`config.mk`:
```
export PLATFORM = sky130hd
export DESIGN_NAME = bus_mailbox_responder
export DESIGN_NICKNAME = d
export VERILOG_FILES = /design/src/rtl/mailbox_pkg.sv /design/src/rtl/sync_fifo.sv /design/src/rtl/bus_mailbox_responder.sv
export SDC_FILE = /design/constraint.sdc
export NUM_CORES = 1
export LEC_CHECK = 0
export BUFFER_PORTS_ARGS = -buffer_cell sky130_fd_sc_hd__buf_2
export CAP_MARGIN = 30
export CELL_PAD_IN_SITES_DETAIL_PLACEMENT = 1
export CELL_PAD_IN_SITES_GLOBAL_PLACEMENT = 1
export CORE_MARGIN = 10
export CORE_UTILIZATION = 35
export CTS_CLUSTER_DIAMETER = 200
export DETAILED_ROUTE_END_ITERATION = 8
export MAX_ROUTING_LAYER = met4
export PLACE_DENSITY_LB_ADDON = 0.1
export RECOVER_POWER = 100
export SYNTH_ARGS = -nofsm -noshare
export SYNTH_HDL_FRONTEND = slang
export SYNTH_SLANG_ARGS = --single-unit
```
`constraint.sdc`:
```
create_clock -name clk_i -period 6.7 [get_ports clk_i]
set_input_delay 1.675 -clock clk_i [delete_from_list [all_inputs] [get_ports clk_i]]
set_output_delay 1.675 -clock clk_i [all_outputs]
set_load 0.03 [all_outputs]
```
`src/rtl/mailbox_pkg.sv`:
```
// Shared register map, STATUS layout and FSM state type for the bus mailbox responder.
package mailbox_pkg;

  localparam logic [1:0] TX_DATA_OFS = 2'd0;
  localparam logic [1:0] RX_DATA_OFS = 2'd1;
  localparam logic [1:0] STATUS_OFS  = 2'd2;
  localparam logic [1:0] IRQ_EN_OFS  = 2'd3;

  localparam int ST_TX_FULL  = 0;
  localparam int ST_TX_EMPTY = 1;
  localparam int ST_RX_EMPTY = 2;
  localparam int ST_RX_FULL  = 3;
  localparam int ST_TX_OVF   = 4;
  localparam int ST_RX_UDF   = 5;

  typedef struct packed {
    logic [7:0] rsvd_hi;
    logic [7:0] tx_count;
    logic [7:0] rx_count;
    logic [1:0] rsvd_lo;
    logic       rx_udf;
    logic       tx_ovf;
    logic       rx_full;
    logic       rx_empty;
    logic       tx_empty;
    logic       tx_full;
  } status_t;

  typedef enum logic {IDLE, HOLD} hold_state_e;

endpackage

```
`src/rtl/sync_fifo.sv`:
```
// Single-clock first-word-fall-through FIFO; storage is not reset, only pointers and count.
module sync_fifo #(
  parameter int DATA_WIDTH = 32,
  parameter int DEPTH      = 16,
  localparam int AW        = $clog2(DEPTH),
  localparam int CW        = AW + 1
) (
  input  logic                  clk,
  input  logic                  rst_n,
  input  logic                  push,
  input  logic                  pop,
  input  logic [DATA_WIDTH-1:0] din,
  output logic [DATA_WIDTH-1:0] head,
  output logic                  full,
  output logic                  empty,
  output logic [CW-1:0]         count
);

  logic [DATA_WIDTH-1:0] mem [DEPTH];
  logic [AW-1:0]         wr_ptr;
  logic [AW-1:0]         rd_ptr;

  always_ff @(posedge clk) begin
    if (push) mem[wr_ptr] <= din;
  end

  always_ff @(posedge clk or negedge rst_n) begin
    if (!rst_n) begin
      wr_ptr <= '0;
      rd_ptr <= '0;
      count  <= '0;
    end else begin
      if (push) wr_ptr <= wr_ptr + AW'(1);
      if (pop)  rd_ptr <= rd_ptr + AW'(1);
      case ({push, pop})
        2'b10:   count <= count + CW'(1);
        2'b01:   count <= count - CW'(1);
        default: count <= count;
      endcase
    end
  end

  assign head  = mem[rd_ptr];
  assign full  = (count == CW'(DEPTH));
  assign empty = (count == '0);

endmodule

```
`src/rtl/bus_mailbox_responder.sv`:
```
// CPU-facing TX/RX mailbox pair with STATUS/IRQ registers.
// Define BUS_MAILBOX_BLOCKING_EN to stall full-FIFO TX writes in a hold register instead of dropping them.
module bus_mailbox_responder
  import mailbox_pkg::*;
#(
  parameter int                    ADDR_WIDTH = 32,
  parameter logic [ADDR_WIDTH-1:0] BASE_ADDR  = 32'h0000_9000,
  parameter int                    DATA_WIDTH = 32,
  parameter int                    DEPTH      = 16
) (
  input  logic                  clk_i,
  input  logic                  reset_i,
  input  logic [ADDR_WIDTH-1:0] address_i,
  input  logic                  we_i,
  input  logic [DATA_WIDTH-1:0] data_i,
  output logic [DATA_WIDTH-1:0] rdata_o,
  output logic                  irq_o,
  output logic                  busy_o,
  output logic [DATA_WIDTH-1:0] tx_data_o,
  output logic                  tx_valid_o,
  input  logic                  tx_ready_i,
  input  logic [DATA_WIDTH-1:0] rx_data_i,
  input  logic                  rx_valid_i,
  output logic                  rx_ready_o
);

  localparam int CW = $clog2(DEPTH) + 1;

  logic                  hit;
  logic [1:0]            ofs;
  logic                  busy;
  logic                  bus_wr;
  logic                  tx_wr, rx_wr, st_wr, ie_wr;
  logic                  tx_push, tx_pop, tx_full, tx_empty, tx_drop, tx_ovf_set;
  logic [DATA_WIDTH-1:0] tx_push_data;
  logic [CW-1:0]         tx_count, tx_count_nxt;
  logic                  rx_push, rx_pop, rx_full, rx_empty;
  logic [DATA_WIDTH-1:0] rx_head;
  logic [CW-1:0]         rx_count, rx_count_nxt;
  logic                  tx_ovf, tx_ovf_nxt, rx_udf, rx_udf_nxt;
  logic [1:0]            irq_en, irq_en_nxt;
  logic                  irq_nxt;
  status_t               status;
  logic [DATA_WIDTH-1:0] rdata_nxt;
  logic                  addr_unused;

  assign addr_unused = &{1'b0, address_i[1:0]};

  assign hit    = (address_i[ADDR_WIDTH-1:4] == BASE_ADDR[ADDR_WIDTH-1:4]);
  assign ofs    = address_i[3:2];
  assign bus_wr = we_i & hit & ~busy;
  assign tx_wr  = bus_wr & (ofs == TX_DATA_OFS);
  assign rx_wr  = bus_wr & (ofs == RX_DATA_OFS);
  assign st_wr  = bus_wr & (ofs == STATUS_OFS);
  assign ie_wr  = bus_wr & (ofs == IRQ_EN_OFS);

  assign tx_valid_o = ~tx_empty;
  assign tx_pop     = tx_valid_o & tx_ready_i;
  // A pop in the same cycle frees the slot a full-FIFO write needs.
  assign tx_drop    = tx_wr & tx_full & ~tx_pop;

  assign rx_ready_o = ~rx_full;
  assign rx_push    = rx_valid_i & rx_ready_o;
  assign rx_pop     = rx_wr & ~rx_empty;

`ifdef BUS_MAILBOX_BLOCKING_EN
  hold_state_e           state, state_nxt;
  logic [DATA_WIDTH-1:0] hold_data;

  always_ff @(posedge clk_i or negedge reset_i) begin
    if (!reset_i) state <= IDLE;
    else          state <= state_nxt;
  end

  always_ff @(posedge clk_i) begin
    if (tx_drop) hold_data <= data_i;
  end

  always_comb begin
    state_nxt    = state;
    tx_push      = 1'b0;
    tx_push_data = data_i;
    case (state)
      IDLE: begin
        if (tx_drop) state_nxt = HOLD;
        else         tx_push   = tx_wr;
      end
      HOLD: begin
        if (tx_pop) begin
          tx_push      = 1'b1;
          tx_push_data = hold_data;
          state_nxt    = IDLE;
        end
      end
      default: state_nxt = IDLE;
    endcase
  end

  assign busy       = (state == HOLD);
  assign tx_ovf_set = 1'b0;
`else
  assign busy         = 1'b0;
  assign tx_push      = tx_wr & ~tx_drop;
  assign tx_push_data = data_i;
  assign tx_ovf_set   = tx_drop;
`endif

  assign busy_o = busy;

  sync_fifo #(.DATA_WIDTH(DATA_WIDTH), .DEPTH(DEPTH)) u_tx_fifo (
    .clk   (clk_i),
    .rst_n (reset_i),
    .push  (tx_push),
    .pop   (tx_pop),
    .din   (tx_push_data),
    .head  (tx_data_o),
    .full  (tx_full),
    .empty (tx_empty),
    .count (tx_count)
  );

  sync_fifo #(.DATA_WIDTH(DATA_WIDTH), .DEPTH(DEPTH)) u_rx_fifo (
    .clk   (clk_i),
    .rst_n (reset_i),
    .push  (rx_push),
    .pop   (rx_pop),
    .din   (rx_data_i),
    .head  (rx_head),
    .full  (rx_full),
    .empty (rx_empty),
    .count (rx_count)
  );

  // Sticky flags: a set in the same cycle as a write-1-clear wins.
  assign tx_ovf_nxt = (tx_ovf & ~(st_wr & data_i[ST_TX_OVF])) | tx_ovf_set;
  assign rx_udf_nxt = (rx_udf & ~(st_wr & data_i[ST_RX_UDF])) | (rx_wr & rx_empty);
  assign irq_en_nxt = ie_wr ? data_i[1:0] : irq_en;

  assign tx_count_nxt = tx_count + CW'(tx_push) - CW'(tx_pop);
  assign rx_count_nxt = rx_count + CW'(rx_push) - CW'(rx_pop);
  assign irq_nxt      = (irq_en_nxt[0] & (rx_count_nxt != '0)) |
                        (irq_en_nxt[1] & (tx_count_nxt == '0));

  always_comb begin
    status          = '0;
    status.tx_full  = tx_full;
    status.tx_empty = tx_empty;
    status.rx_empty = rx_empty;
    status.rx_full  = rx_full;
    status.tx_ovf   = tx_ovf;
    status.rx_udf   = rx_udf;
    status.rx_count = 8'(rx_count);
    status.tx_count = 8'(tx_count);
  end

  always_comb begin
    rdata_nxt = '0;
    if (hit) begin
      case (ofs)
        RX_DATA_OFS: if (!rx_empty) rdata_nxt = rx_head;
        STATUS_OFS:  rdata_nxt = DATA_WIDTH'(status);
        IRQ_EN_OFS:  rdata_nxt = DATA_WIDTH'(irq_en);
        default:     rdata_nxt = '0;
      endcase
    end
  end

  always_ff @(posedge clk_i or negedge reset_i) begin
    if (!reset_i) begin
      rdata_o <= '0;
      irq_o   <= 1'b0;
      tx_ovf  <= 1'b0;
      rx_udf  <= 1'b0;
      irq_en  <= 2'b00;
    end else begin
      rdata_o <= rdata_nxt;
      irq_o   <= irq_nxt;
      tx_ovf  <= tx_ovf_nxt;
      rx_udf  <= rx_udf_nxt;
      irq_en  <= irq_en_nxt;
    end
  end

endmodule

```
==> results.sh <==
export IMPL_max_stage_delay_ns=1.28
export IMPL_powerDensity_mw_per_mm2=368
export IMPL_ys_types=48
export IMPL_crit_type="flip-flop to output pin"
export IMPL_grt_overflow_total=0
export IMPL_maxSlewHeadroom=-1.08
export IMPL_wire_per_inst_um=27.9
export IMPL_vias=19600
export IMPL_yosysWarnings=0
export IMPL_gr_usage_all_layers=0.162
export IMPL_netlist_area_mm2=0.0420
export IMPL_first_iter_violations=1461
export IMPL_viasPerCell=5.11
export IMPL_seq_area_frac_synth=0.770
export IMPL_ys_ff_latch=1087
export IMPL_fin_crit_sh=0.835
export IMPL_p_leak_uw=0.0150
export IMPL_ir_worst_vdd_v=0.000230
export IMPL_skew_ns=0.0298
export IMPL_reg2reg_depth=8
export IMPL_dpl_hpwl_um=62400
export IMPL_grt_max_degree=61
export IMPL_hold_depth=1
export IMPL_rr_endpoint="u_rx_fifo.mem[10][25]$_DFFE_PP_"
export IMPL_pre_cts_ws_ns=1.25
export IMPL_hold_path_class="flip-flop to flip-flop"
export IMPL_synth_area_leaders="edfxtp_1, mux4_2, dfrtp_1"
export IMPL_die_area_mm2=0.134
export IMPL_rsz0062_at_grt="no"
export IMPL_finalHoldViolCount=0
export IMPL_synth_area_per_cell_um2=22.4
export IMPL_start_util=0.352
export IMPL_cp_arrival_ns=3.92
export IMPL_start_kind="flip-flop"
export IMPL_cts_setup_buffers=0
export IMPL_core_area_mm2=0.119
export IMPL_synthCells=1876
export IMPL_yosys_area_top_type="edfxtp_1"
export IMPL_clkSlewWorstSetupHoldPaths_ns=0.06
export IMPL_crit_path_cell_trace="buf_12 -> mux4_2 -> mux4_2 -> clkbuf_1"
export IMPL_violations="capacitance limit, slew limit"
export IMPL_status="finished with violations"
export IMPL_setup_viol=0
export IMPL_synth_fp_nets=2010
export IMPL_r2r_slack_ns=1.13
export IMPL_fin_crit_ns=5.60
export IMPL_cts_hold_buf=0
export IMPL_area_growth_pct=15.2
export IMPL_drv_slew=578
export IMPL_numClockSinks=1087
export IMPL_cp_max_fo=58
export IMPL_whs_endpoint="u_rx_fifo.count[0]$_DFFE_PN0P_"
export IMPL_clk_latency_ns=0.70
export IMPL_netlist_area_leader_share=0.732
export IMPL_numPortBuffers=165
export IMPL_postRouteAntennaNets=0
export IMPL_fin_nets=2263
export IMPL_gp_congestion=0.767
export IMPL_fp_row_count=127
export IMPL_grt_pass1_vias=21900
export IMPL_grt_pass1_wl_um=157000
export IMPL_cts_tree="built"
export IMPL_numCtsBuffers=117
export IMPL_wirelength_um=107000
export IMPL_layout_drive_gt1_share=0.244
export IMPL_drv_cap=29
export IMPL_dr_pass1_iters=5
export IMPL_die_x_um=366
export IMPL_antenna_found_initial=9
export IMPL_cp_end_kind="output pin"
export IMPL_h_tree_depth=3
export IMPL_worst_pin_slew_ns=3.12
export IMPL_drc=0
export IMPL_die_h_um=366
export IMPL_ctsRootBufferMaster="clkbuf_16"
export IMPL_worstPathRequired_ns=5.03
export IMPL_cp_common_cell="mux4_2"
export IMPL_setup_slack_ns=1.10
export IMPL_pin_count=169
export IMPL_tns_ns=0
export IMPL_reg2reg_from="u_rx_fifo.count[2]$_DFFE_PN0P_"
export IMPL_cts_buffer_depth=3
export IMPL_hold_start="u_rx_fifo.count[0]$_DFFE_PN0P_"
export IMPL_clock_fmax_mhz=179
export IMPL_cp_slowest_cell="dfrtp_1"
export IMPL_cts_repair_resized=0
==> sequential cells by signal, indices dropped and copies added (netlist names), 2 cells and up <==
name              count
u_rx_fifo.mem       512
u_tx_fifo.mem       512
rdata_o              32
u_rx_fifo.count       5
u_tx_fifo.count       5
u_rx_fifo.rd_ptr      4
u_rx_fifo.wr_ptr      4
u_tx_fifo.rd_ptr      4
u_tx_fifo.wr_ptr      4
irq_en                2
==> stage by stage <==
step | std cells | total power [µW] | cell area, µm² | hold slack, ns | util
5_1_grt | 3840 | 18600 | 48400 | 0.557 | 0.405
4_1_cts | 3835 | 18200 | 49100 | 0.530 | 0.411
2_1_floorplan | 1876 | 10500 | 42000 | 0.472 | -
3_5_place_dp | 3621 | 11800 | 45200 | 0.519 | 0.379
3_3_place_gp | 3616 | 11700 | 45200 | 0.526 | 0.378
6_report | 3842 | 17800 | 48400 | 0.526 | 0.405
==> cell type report <==
class | instances | area [µm²]
Multi-Input combinational cell | 671 | 9100
Antenna cell | 6 | 15.0
Sequential cell | 1087 | 32300
Inverter | 25 | 93.8
Fill cell | 11300 | 71100
Clock inverter | 67 | 656
Tap cell | 1612 | 2020
Clock buffer | 147 | 3150
Timing Repair Buffer | 227 | 1040
==> cells by family after synthesis <==
kind of cell             after synthesis  share of synthesized area
AO/OA/AOI/OAI                        118                     0.0177
XOR/XNOR                              29                    0.00605
adder cells (fa/ha/maj)               33                     0.0105
buffers and inverters                118                     0.0137
flip-flops                          1087                      0.770
multiplexers                         342                      0.164
other                                  1                  0.0000893
AND/OR/NAND/NOR                      148                     0.0182
==> per-layer routing <==
layer	track usage	part of all wire	routed length, µm
met3	0.0278	0.040	4250
met5	-	0	0
met4	0.0356	0.018	1970
met1	0.206	0.43	46100
met2	0.272	0.51	54700
==> power breakdown <==
group / internal [µW] / leakage, µW / switching [µW]
Sequential: 7820 / 0.0100 / 263
Combinational: 1370 / 0.00308 / 1930
Clock: 3740 / 0.00187 / 2680
==> placed cells by master, fill, tap and decap left out, types with 7 or more instances in the layout <==
| master | n |
|---|---|
| a21oi_1 | 37 |
| and2_0 | 12 |
| buf_2 | 39 |
| buf_4 | 17 |
| bufinv_16 | 11 |
| clkbuf_1 | 178 |
| clkbuf_16 | 117 |
| clkbuf_2 | 8 |
| clkbuf_8 | 11 |
| clkinv_1 | 24 |
| clkinv_2 | 21 |
| dfrtp_1 | 56 |
| edfxtp_1 | 1024 |
| ha_1 | 29 |
| inv_1 | 23 |
| mux2_2 | 15 |
| mux2i_1 | 49 |
| mux4_2 | 276 |
| nand2_1 | 31 |
| nand2b_1 | 8 |
| nand4_1 | 7 |
| nor2_1 | 37 |
| nor3_1 | 16 |
| nor4_1 | 12 |
| o21ai_0 | 31 |
| o221ai_1 | 26 |
| o22ai_1 | 9 |
| xnor2_1 | 20 |
| xor2_1 | 9 |
==> worst max path at each step <==
stage	slack [ns]	cells after the start	startpoint	endpoint
floorplan	1.10	5	address_i[25]	u_tx_fifo.mem[3][0]$_DFFE_PP_
global placement	1.28	7	address_i[25]	u_tx_fifo.mem[3][8]$_DFFE_PP_
detailed placement	1.25	7	address_i[17]	u_tx_fifo.mem[3][9]$_DFFE_PP_
CTS	1.53	4	u_tx_fifo.rd_ptr[1]$_DFFE_PN0P_	tx_data_o[2]
global route	0.75	7	address_i[17]	u_tx_fifo.mem[2][10]$_DFFE_PP_
finish	1.10	4	u_tx_fifo.rd_ptr[0]$_DFFE_PN0P_	tx_data_o[18]
==> synth_stat cells, drive strengths merged <==
cell type     n
a31oi         3
or2           1
a32o          1
inv          24
xor2          9
xnor2        20
nor4b         5
nand3         6
mux2i        49
and2         18
or4b          1
o31a          2
or3           1
mux4        276
clkinv        1
nand4         7
o221ai       26
nor4         13
edfxtp     1024
a21o          5
o2bb2ai       1
o21ai        31
mux2         17
nand2b        8
a21boi        1
buf          52
nor2         38
and3          2
conb          1
clkbuf       41
o22ai         9
dfrtp        63
fa            4
nor3         16
nand2        31
ha           29
a21oi        37
o31ai         2
nor2b         1
==> worst max-delay path: cells and delay by family (launching register included) <==
kind	cells	cell delay (ns)
DFF	1	1.28
muxes	2	1.12
buffers and inverters	2	0.73
(Power assumes the default switching activity.)
